<file path="src/rtl/lcd_write_arbiter.sv">
// ---------------------------------------------------------------------------
// lcd_write_arbiter
//
// Purpose: shares the single lcd_interface write port between two write
// requesters. Arbitration is round-robin. The owner keeps the port for its
// whole burst. The burst length is bounded so that a waiting requester is
// never starved. Every output that goes to lcd_interface is registered.
//
// Handshake: a requester raises ReqN and holds it for the whole burst. It
// owns the port while GntN=1. A write beat is accepted in any cycle where
// GntN=1 and Wr_EnN=1. That beat shows up on Write_* at the next edge.
// Beats from the requester that does not hold the grant are dropped.
//
// Ports:
//   CLOCK, RST                       clock, synchronous active-high reset
//   Req0/Wr_En0/Addr0/Data0, Gnt0    requester 0 request, beat, grant
//   Req1/Wr_En1/Addr1/Data1, Gnt1    requester 1 request, beat, grant
//   Write_En_Sig/Addr_Sig/Data       registered write port to lcd_interface
//   Busy                             Gnt0|Gnt1
//   Stat_Cnt0/Stat_Cnt1              accepted-beat counters (16-bit, wrap)
//
// Optional feature: define LCD_ARB_STAT_EN to build the Stat_Cnt counters.
// When the macro is undefined, both outputs are tied to zero.
// ---------------------------------------------------------------------------
module lcd_write_arbiter #(
    parameter int MAX_BURST = 128,
    parameter int AW        = 10,
    parameter int DW        = 8
) (
    input  logic          CLOCK,
    input  logic          RST,
    input  logic          Req0,
    input  logic          Wr_En0,
    input  logic [AW-1:0] Addr0,
    input  logic [DW-1:0] Data0,
    output logic          Gnt0,
    input  logic          Req1,
    input  logic          Wr_En1,
    input  logic [AW-1:0] Addr1,
    input  logic [DW-1:0] Data1,
    output logic          Gnt1,
    output logic          Write_En_Sig,
    output logic [AW-1:0] Write_Addr_Sig,
    output logic [DW-1:0] Write_Data,
    output logic          Busy,
    output logic [15:0]   Stat_Cnt0,
    output logic [15:0]   Stat_Cnt1
);

    localparam int            CW        = $clog2(MAX_BURST + 1);
    localparam logic [CW-1:0] BURST_MAX = CW'(MAX_BURST);

    typedef enum logic [1:0] {ST_IDLE, ST_OWN0, ST_OWN1} state_t;

    state_t        r_state, w_state_nxt;
    logic          r_last, w_last_nxt;       // id of the requester served last
    logic [CW-1:0] r_cnt, w_cnt_nxt, w_cnt_inc;
    logic          r_gnt0, r_gnt1;
    logic          r_wen;
    logic [AW-1:0] r_addr;
    logic [DW-1:0] r_data;
    logic          w_acc0, w_acc1;

    assign w_acc0 = r_gnt0 & Wr_En0;
    assign w_acc1 = r_gnt1 & Wr_En1;

    always_comb begin
        w_state_nxt = r_state;
        w_last_nxt  = r_last;
        w_cnt_nxt   = r_cnt;
        w_cnt_inc   = r_cnt + CW'(1);
        case (r_state)
            ST_IDLE: begin
                w_cnt_nxt = '0;
                // On a tie the grant goes to the requester that was not served last.
                if (Req0 && Req1)  w_state_nxt = r_last ? ST_OWN0 : ST_OWN1;
                else if (Req0)     w_state_nxt = ST_OWN0;
                else if (Req1)     w_state_nxt = ST_OWN1;
            end
            ST_OWN0: begin
                if (w_acc0) w_cnt_nxt = w_cnt_inc;
                if (!Req0) begin
                    w_state_nxt = ST_IDLE;
                    w_last_nxt  = 1'b0;
                    w_cnt_nxt   = '0;
                end else if (w_acc0 && (w_cnt_inc == BURST_MAX)) begin
                    // A full burst is done. Hand over only if the other
                    // requester is waiting; otherwise start a new burst window.
                    w_cnt_nxt = '0;
                    if (Req1) begin
                        w_state_nxt = ST_IDLE;
                        w_last_nxt  = 1'b0;
                    end
                end
            end
            ST_OWN1: begin
                if (w_acc1) w_cnt_nxt = w_cnt_inc;
                if (!Req1) begin
                    w_state_nxt = ST_IDLE;
                    w_last_nxt  = 1'b1;
                    w_cnt_nxt   = '0;
                end else if (w_acc1 && (w_cnt_inc == BURST_MAX)) begin
                    w_cnt_nxt = '0;
                    if (Req0) begin
                        w_state_nxt = ST_IDLE;
                        w_last_nxt  = 1'b1;
                    end
                end
            end
            default: begin
                w_state_nxt = ST_IDLE;
                w_cnt_nxt   = '0;
            end
        endcase
    end

    always_ff @(posedge CLOCK) begin
        if (RST) begin
            r_state <= ST_IDLE;
            r_last  <= 1'b1;
            r_cnt   <= '0;
            r_gnt0  <= 1'b0;
            r_gnt1  <= 1'b0;
            r_wen   <= 1'b0;
            r_addr  <= '0;
            r_data  <= '0;
        end else begin
            r_state <= w_state_nxt;
            r_last  <= w_last_nxt;
            r_cnt   <= w_cnt_nxt;
            // Grants are registered copies of the next state.
            r_gnt0  <= (w_state_nxt == ST_OWN0);
            r_gnt1  <= (w_state_nxt == ST_OWN1);
            r_wen   <= w_acc0 | w_acc1;
            if (w_acc0) begin
                r_addr <= Addr0;
                r_data <= Data0;
            end else if (w_acc1) begin
                r_addr <= Addr1;
                r_data <= Data1;
            end
        end
    end

    assign Gnt0           = r_gnt0;
    assign Gnt1           = r_gnt1;
    assign Busy           = r_gnt0 | r_gnt1;
    assign Write_En_Sig   = r_wen;
    assign Write_Addr_Sig = r_addr;
    assign Write_Data     = r_data;

`ifdef LCD_ARB_STAT_EN
    logic [15:0] r_stat0, r_stat1;

    always_ff @(posedge CLOCK) begin
        if (RST) begin
            r_stat0 <= '0;
            r_stat1 <= '0;
        end else begin
            if (w_acc0) r_stat0 <= r_stat0 + 16'd1;
            if (w_acc1) r_stat1 <= r_stat1 + 16'd1;
        end
    end

    assign Stat_Cnt0 = r_stat0;
    assign Stat_Cnt1 = r_stat1;
`else
    assign Stat_Cnt0 = '0;
    assign Stat_Cnt1 = '0;
`endif

endmodule

</file>
<file path="config.mk">
export PLATFORM = sky130hd
export DESIGN_NAME = lcd_write_arbiter
export DESIGN_NICKNAME = d
export VERILOG_FILES = /design/src/rtl/lcd_write_arbiter.sv
export SDC_FILE = /design/constraint.sdc
export NUM_CORES = 1
export LEC_CHECK = 0
export BUFFER_PORTS_ARGS = -buffer_cell sky130_fd_sc_hd__buf_2
export CAP_MARGIN = 20
export CORE_ASPECT_RATIO = 1.75
export CORE_UTILIZATION = 35
export CTS_CLUSTER_DIAMETER = 80
export DETAILED_ROUTE_END_ITERATION = 16
export PLACE_DENSITY = 0.66
export REMOVE_ABC_BUFFERS = 1
export SLEW_MARGIN = 20
export SYNTH_ARGS = -nofsm -noshare
export SYNTH_HDL_FRONTEND = slang
export SYNTH_SLANG_ARGS = --single-unit
</file>
<file path="constraint.sdc">
create_clock -name CLOCK -period 2 [get_ports CLOCK]
set_input_delay 0 -clock CLOCK [delete_from_list [all_inputs] [get_ports CLOCK]]
set_output_delay 0 -clock CLOCK [all_outputs]
set_load 0.01 [all_outputs]
</file>
## Word-level counts from Yosys, hierarchy flattened

Cells that the tools add are included.

- Bits in registers: 32
- Bits of input ports: 42
- Output and inout bits: 54

- $add $sub $neg: 1
- Equal/unequal tests: 11
- Muxes and demuxes: 29
- Bitwise operators: 4
- Reductions and logical operators: 8

Operator list:

| kind | number |
|---|---|
| $mux W8 | 8 |
| $mux W10 | 2 |
| $mux W2 | 10 |
| $pmux W8 S2 | 1 |
| $ne A3 B3 Y1 const B | 4 |
| $add A8 B1 Y8 const B | 1 |
| $eq A8 B8 Y1 const B | 1 |
| $ne A4 B4 Y1 const B | 2 |
| $mux W1 | 6 |
| $pmux W2 S3 | 1 |
| $reduce_and A5 Y1 | 1 |
| $eq A2 B1 Y1 const B | 2 |
| $eq A2 B2 Y1 const B | 2 |
| $reduce_bool A2 Y1 | 2 |
| $logic_and A1 B1 Y1 | 3 |
| $and A1 B1 Y1 | 2 |
| $logic_not A2 Y1 | 1 |
| $or A1 B1 Y1 | 2 |
| $pmux W1 S2 | 1 |
| $reduce_and A2 Y1 | 1 |

## Logic depth before layout (Yosys ltp)

- Depth in word-level cells: 7
- Mapped depth: 8
- Gate-level depth less buffers: 8

## Worst setup path before layout

No wires, ideal clock.

- Kind: register -> register
- Start: register r_state[1]
- End: register r_cnt[6]
- Library setup time: 0.071 ns
- Arrival: 1.815 ns
- Data required time: 1.929 ns
- Setup slack: 0.114 ns
- Stages on the path, launching flop included: 7
- Period minus slack after synthesis: 1.886 ns
- Cells stage by stage: dfxtp_1 inv_1 ha_1 and2_1 a32o_1 or4b_2 a21oi_1

- Longest elaborated chain between the ends: 3

RTL lines:

| item | RTL line | source |
|---|---|---|
| start: declaration | 55 | `state_t r_state, w_state_nxt;` |
| start signal: assignment | 128 | `r_state <= w_state_nxt;` |
| $eq A2 B2 Y1 / $eq A2 B1 Y1 (equally long branches) | 72 | `case (r_state)` |
| $ne A4 B4 Y1 (no line) | -- |  |
| $reduce_and A2 Y1 (no line) | -- |  |
| end signal: assignment | 130 | `r_cnt <= w_cnt_nxt;` |
| end: declaration | 57 | `logic [CW-1:0] r_cnt, w_cnt_nxt, w_cnt_inc;` |

Parallel ways exist; a longest one is shown, timed or not.
A chain may end at the register's enable or synchronous reset.

## Worst setup path in the final report

Ends and elaborated chain as after synthesis.

==> qor.yml <==
status: "finished clean"
synth.cell_area_mm2: 0.00194
timing.fmax_mhz: 519
synth_top_area_share_pct: 33.0
power_frac_seq_pct: 41.3
synthCells: 243
layoutNonFillerInstCount: 404
antenna_cells: 0
synthMuxAreaShare_pct: 0.516
cts.path.max_buffers: 2
cts_tree: "done"
rows: 35
r2r-end: "r_cnt[6]"
yosysSeqAreaShare_pct: 33.0
areaGrowthSynthToFinish_pct: 32.6
ant_nets: 0
slew_violations: 0
vias: 1998
hold_start: "Data0[4]"
pwr-share-comb_pct: 23.8
grt_setup_unrepaired: "yes"
critPathArrivalTime_ns: 2.13
grt_usage_pct: 18.5
r2r_cells: 6
clock-sinks: 32
cts.htree.levels: 2
gp_congestion: 0.846
yosys.area.top_type: "dfxtp_1"
synthSimpleGateAreaFrac_pct: 25.5
synth_most_common_cell: "nand2_1"
ys_warn_count: 0
die_x_um: 58.3
overflow: 0
grt_pass1_vias: 1849
root_buffer: "clkbuf_8"
sw_frac_of_total_pct: 28.6
avgSynthCellArea_um2: 7.99
synth_flop_cell: "dfxtp_1"
endpoint_kind: "register"
hold_slack_ns: 0.00170
post-place-cells: 373
r2r-start: "r_state[1]"
port_buffers: 63
setup_violations: 0
clock_skew_ns: 0.00698
synth-compound-area-share_pct: 19.7
grt_pass1_wl_mm: 8.31
worst_pin_slew_ns: 0.669
slew_headroom_pct: 55.4
viasPerCell: 4.95
fin_crit_sh_pct: 96.4
wirelength_mm: 5.16
critPathKind: "reg -> reg"
synth-edff-count: 0
hold_path.class: "in -> reg"
power_density_mw_per_mm2: 679
finalInstanceArea_mm2: 0.00257
switchingPower_w: 0.000500
clk_pin_slew_worst_paths_ns: 0.07
cts_made_buffers: 5
cap_violations: 0
first_pass_iters: 4
synth_xor_area_share_pct: 0.451
core-area_mm2: 0.00530
antenna_found_initial: 0
die_h_um: 101
async_reset_ff_share_pct: 0
hold_viol: 0
clk_latency_ns: 0.28
internal-power_w: 0.00125
drive_above_1_share_pct: 30.0
dieArea_mm2: 0.00586
synthTopCellsByCount: "nand2_1, buf_4, dfxtp_1"
synth-seq-cells: 32
io_pins: 96
synthTopCellsByArea: "dfxtp_1, buf_4, a311oi_1"
p_leak_nw: 1.14
hold_end: "Write_Data[4]"
crit_path_start_kind: "register"
dp_hpwl_mm: 3.51
drt_iter0_markers: 53
drc_errors: 0
required_ns: 2.20
period_minus_slack_ns: 1.93
ys_types: 38
fill_cells: 549
hold_depth: 3
synth_adder_area_share_pct: 3.87
placed_cell_area_mm2: 0.00223
nets: 377
clkPwrFrac_pct: 34.9
synth_top_family_by_area: "simple AND/OR/NAND/NOR gates"
ir_drop_mv: 0.463
grt_max_degree: 38
reg2reg_slack_ns: 0.07
start_util_pct: 36.6
wl_per_cell_um: 12.8
critPathMaxFanout: 3
-- flip-flops by register name, indices dropped and copies added, names as in the netlist --
name	flops
Write_Addr_Sig	10
Gnt0	1
Write_En_Sig	1
Gnt1	1
r_last	1
r_state	2
r_cnt	8
Write_Data	8
-- cell families (layout without fill, tap and decap cells) --
kind of cell | after synthesis | count (layout)
AOI/OAI and AO/OA | 46 | 46
xor gates and xnor gates | 1 | 1
adders and majority gates | 6 | 6
buffers and inverters | 52 | 108
DFF | 32 | 32
muxes | 1 | 1
other | 1 | 32
and+or+nand+nor | 104 | 104
-- per-layer routing --
metal	global-route usage, %	routed length [µm]	vias up
li1	-	-	971
met1	18.6	1880	946
met2	35.5	2970	74
met3	2.95	203	7
met4	8.61	110	0
met5	0	0	-
-- final cells by class --
type | count | area (µm²) | area share [%]
inverter | 4 | 15.0 | 0.584
sequential | 32 | 647 | 25.1
clock buffer | 6 | 72.6 | 2.82
multi-input combinational | 190 | 1090 | 42.5
clock inverter | 2 | 35.0 | 1.36
tap | 74 | 92.6 | 3.60
timing repair buffer | 96 | 618 | 24.0
-- how the worst max path moves through the flow --
stage / start / to / slack, ns / cells after the start
after floorplan: Gnt1 / r_cnt[6] / -0.36 / 4
after global placement: r_cnt[0] / r_last / 0.09 / 5
after detailed placement: r_cnt[0] / r_last / 0.05 / 5
after CTS: r_cnt[0] / r_last / 0.05 / 5
after global routing: r_cnt[0] / r_last / -0.01 / 7
final: r_state[1] / r_cnt[6] / 0.07 / 6
-- timing repair --
item	CTS	global route
hold buffers	22	0
setup endpoints to repair	0	9
gates resized for setup	0	5
buffers inserted	0	1
hold endpoints to repair	15	0
-- power groups by stage --
stage	clock (W)	sequential, W	combinational, W
6_report	0.000610	0.000721	0.000416
5_1_grt	0.000646	0.000729	0.000456
4_1_cts	0.000626	0.000720	0.000412
3_5_place_dp	0	0.000733	0.000370
3_3_place_gp	0	0.000734	0.000366
2_1_floorplan	0	0.000757	0.000184
-- stage by stage --
stage	setup slack [ns]	total power [W]	setup TNS [ns]	util, %
after floorplan	-0.361	0.000941	-0.570	-
after global placement	0.0931	0.00110	0	42.1
after detailed placement	0.0526	0.00110	0	42.1
after CTS	0.0462	0.00176	0	48.3
after global routing	-0.0119	0.00183	-0.0304	48.5
final	0.0723	0.00175	0	48.5
-- layout by cell type (no fill, tap or decap), types with 2 or more instances in the layout --
cell type	synthesis	routed
and2_1	2	2
buf_4	34	11
nand3_1	25	25
nand2_1	36	36
nor3b_1	2	2
nor4_1	3	3
nor2_1	23	23
o31ai_1	2	2
clkbuf_8	0	5
dfxtp_1	32	27
or2_2	2	2
buf_2	0	63
o21ai_0	5	5
dlygate4sd3_1	0	22
nor3_1	5	5
inv_1	4	4
a31oi_1	4	4
conb_1	1	32
a21oi_1	7	7
a311oi_1	18	18
dfxtp_2	0	5
nor4b_2	2	2
ha_1	6	6
-- worst max-delay path: stages, from the launching register on --
cell and delay [ns]:
dfxtp_1 0.36, inv_1 0.07, ha_1 0.21, and2_1 0.19, a32o_1 0.22, or4b_2 0.63
a21oi_1 0.16
Power figures use the tool's default switching activity.
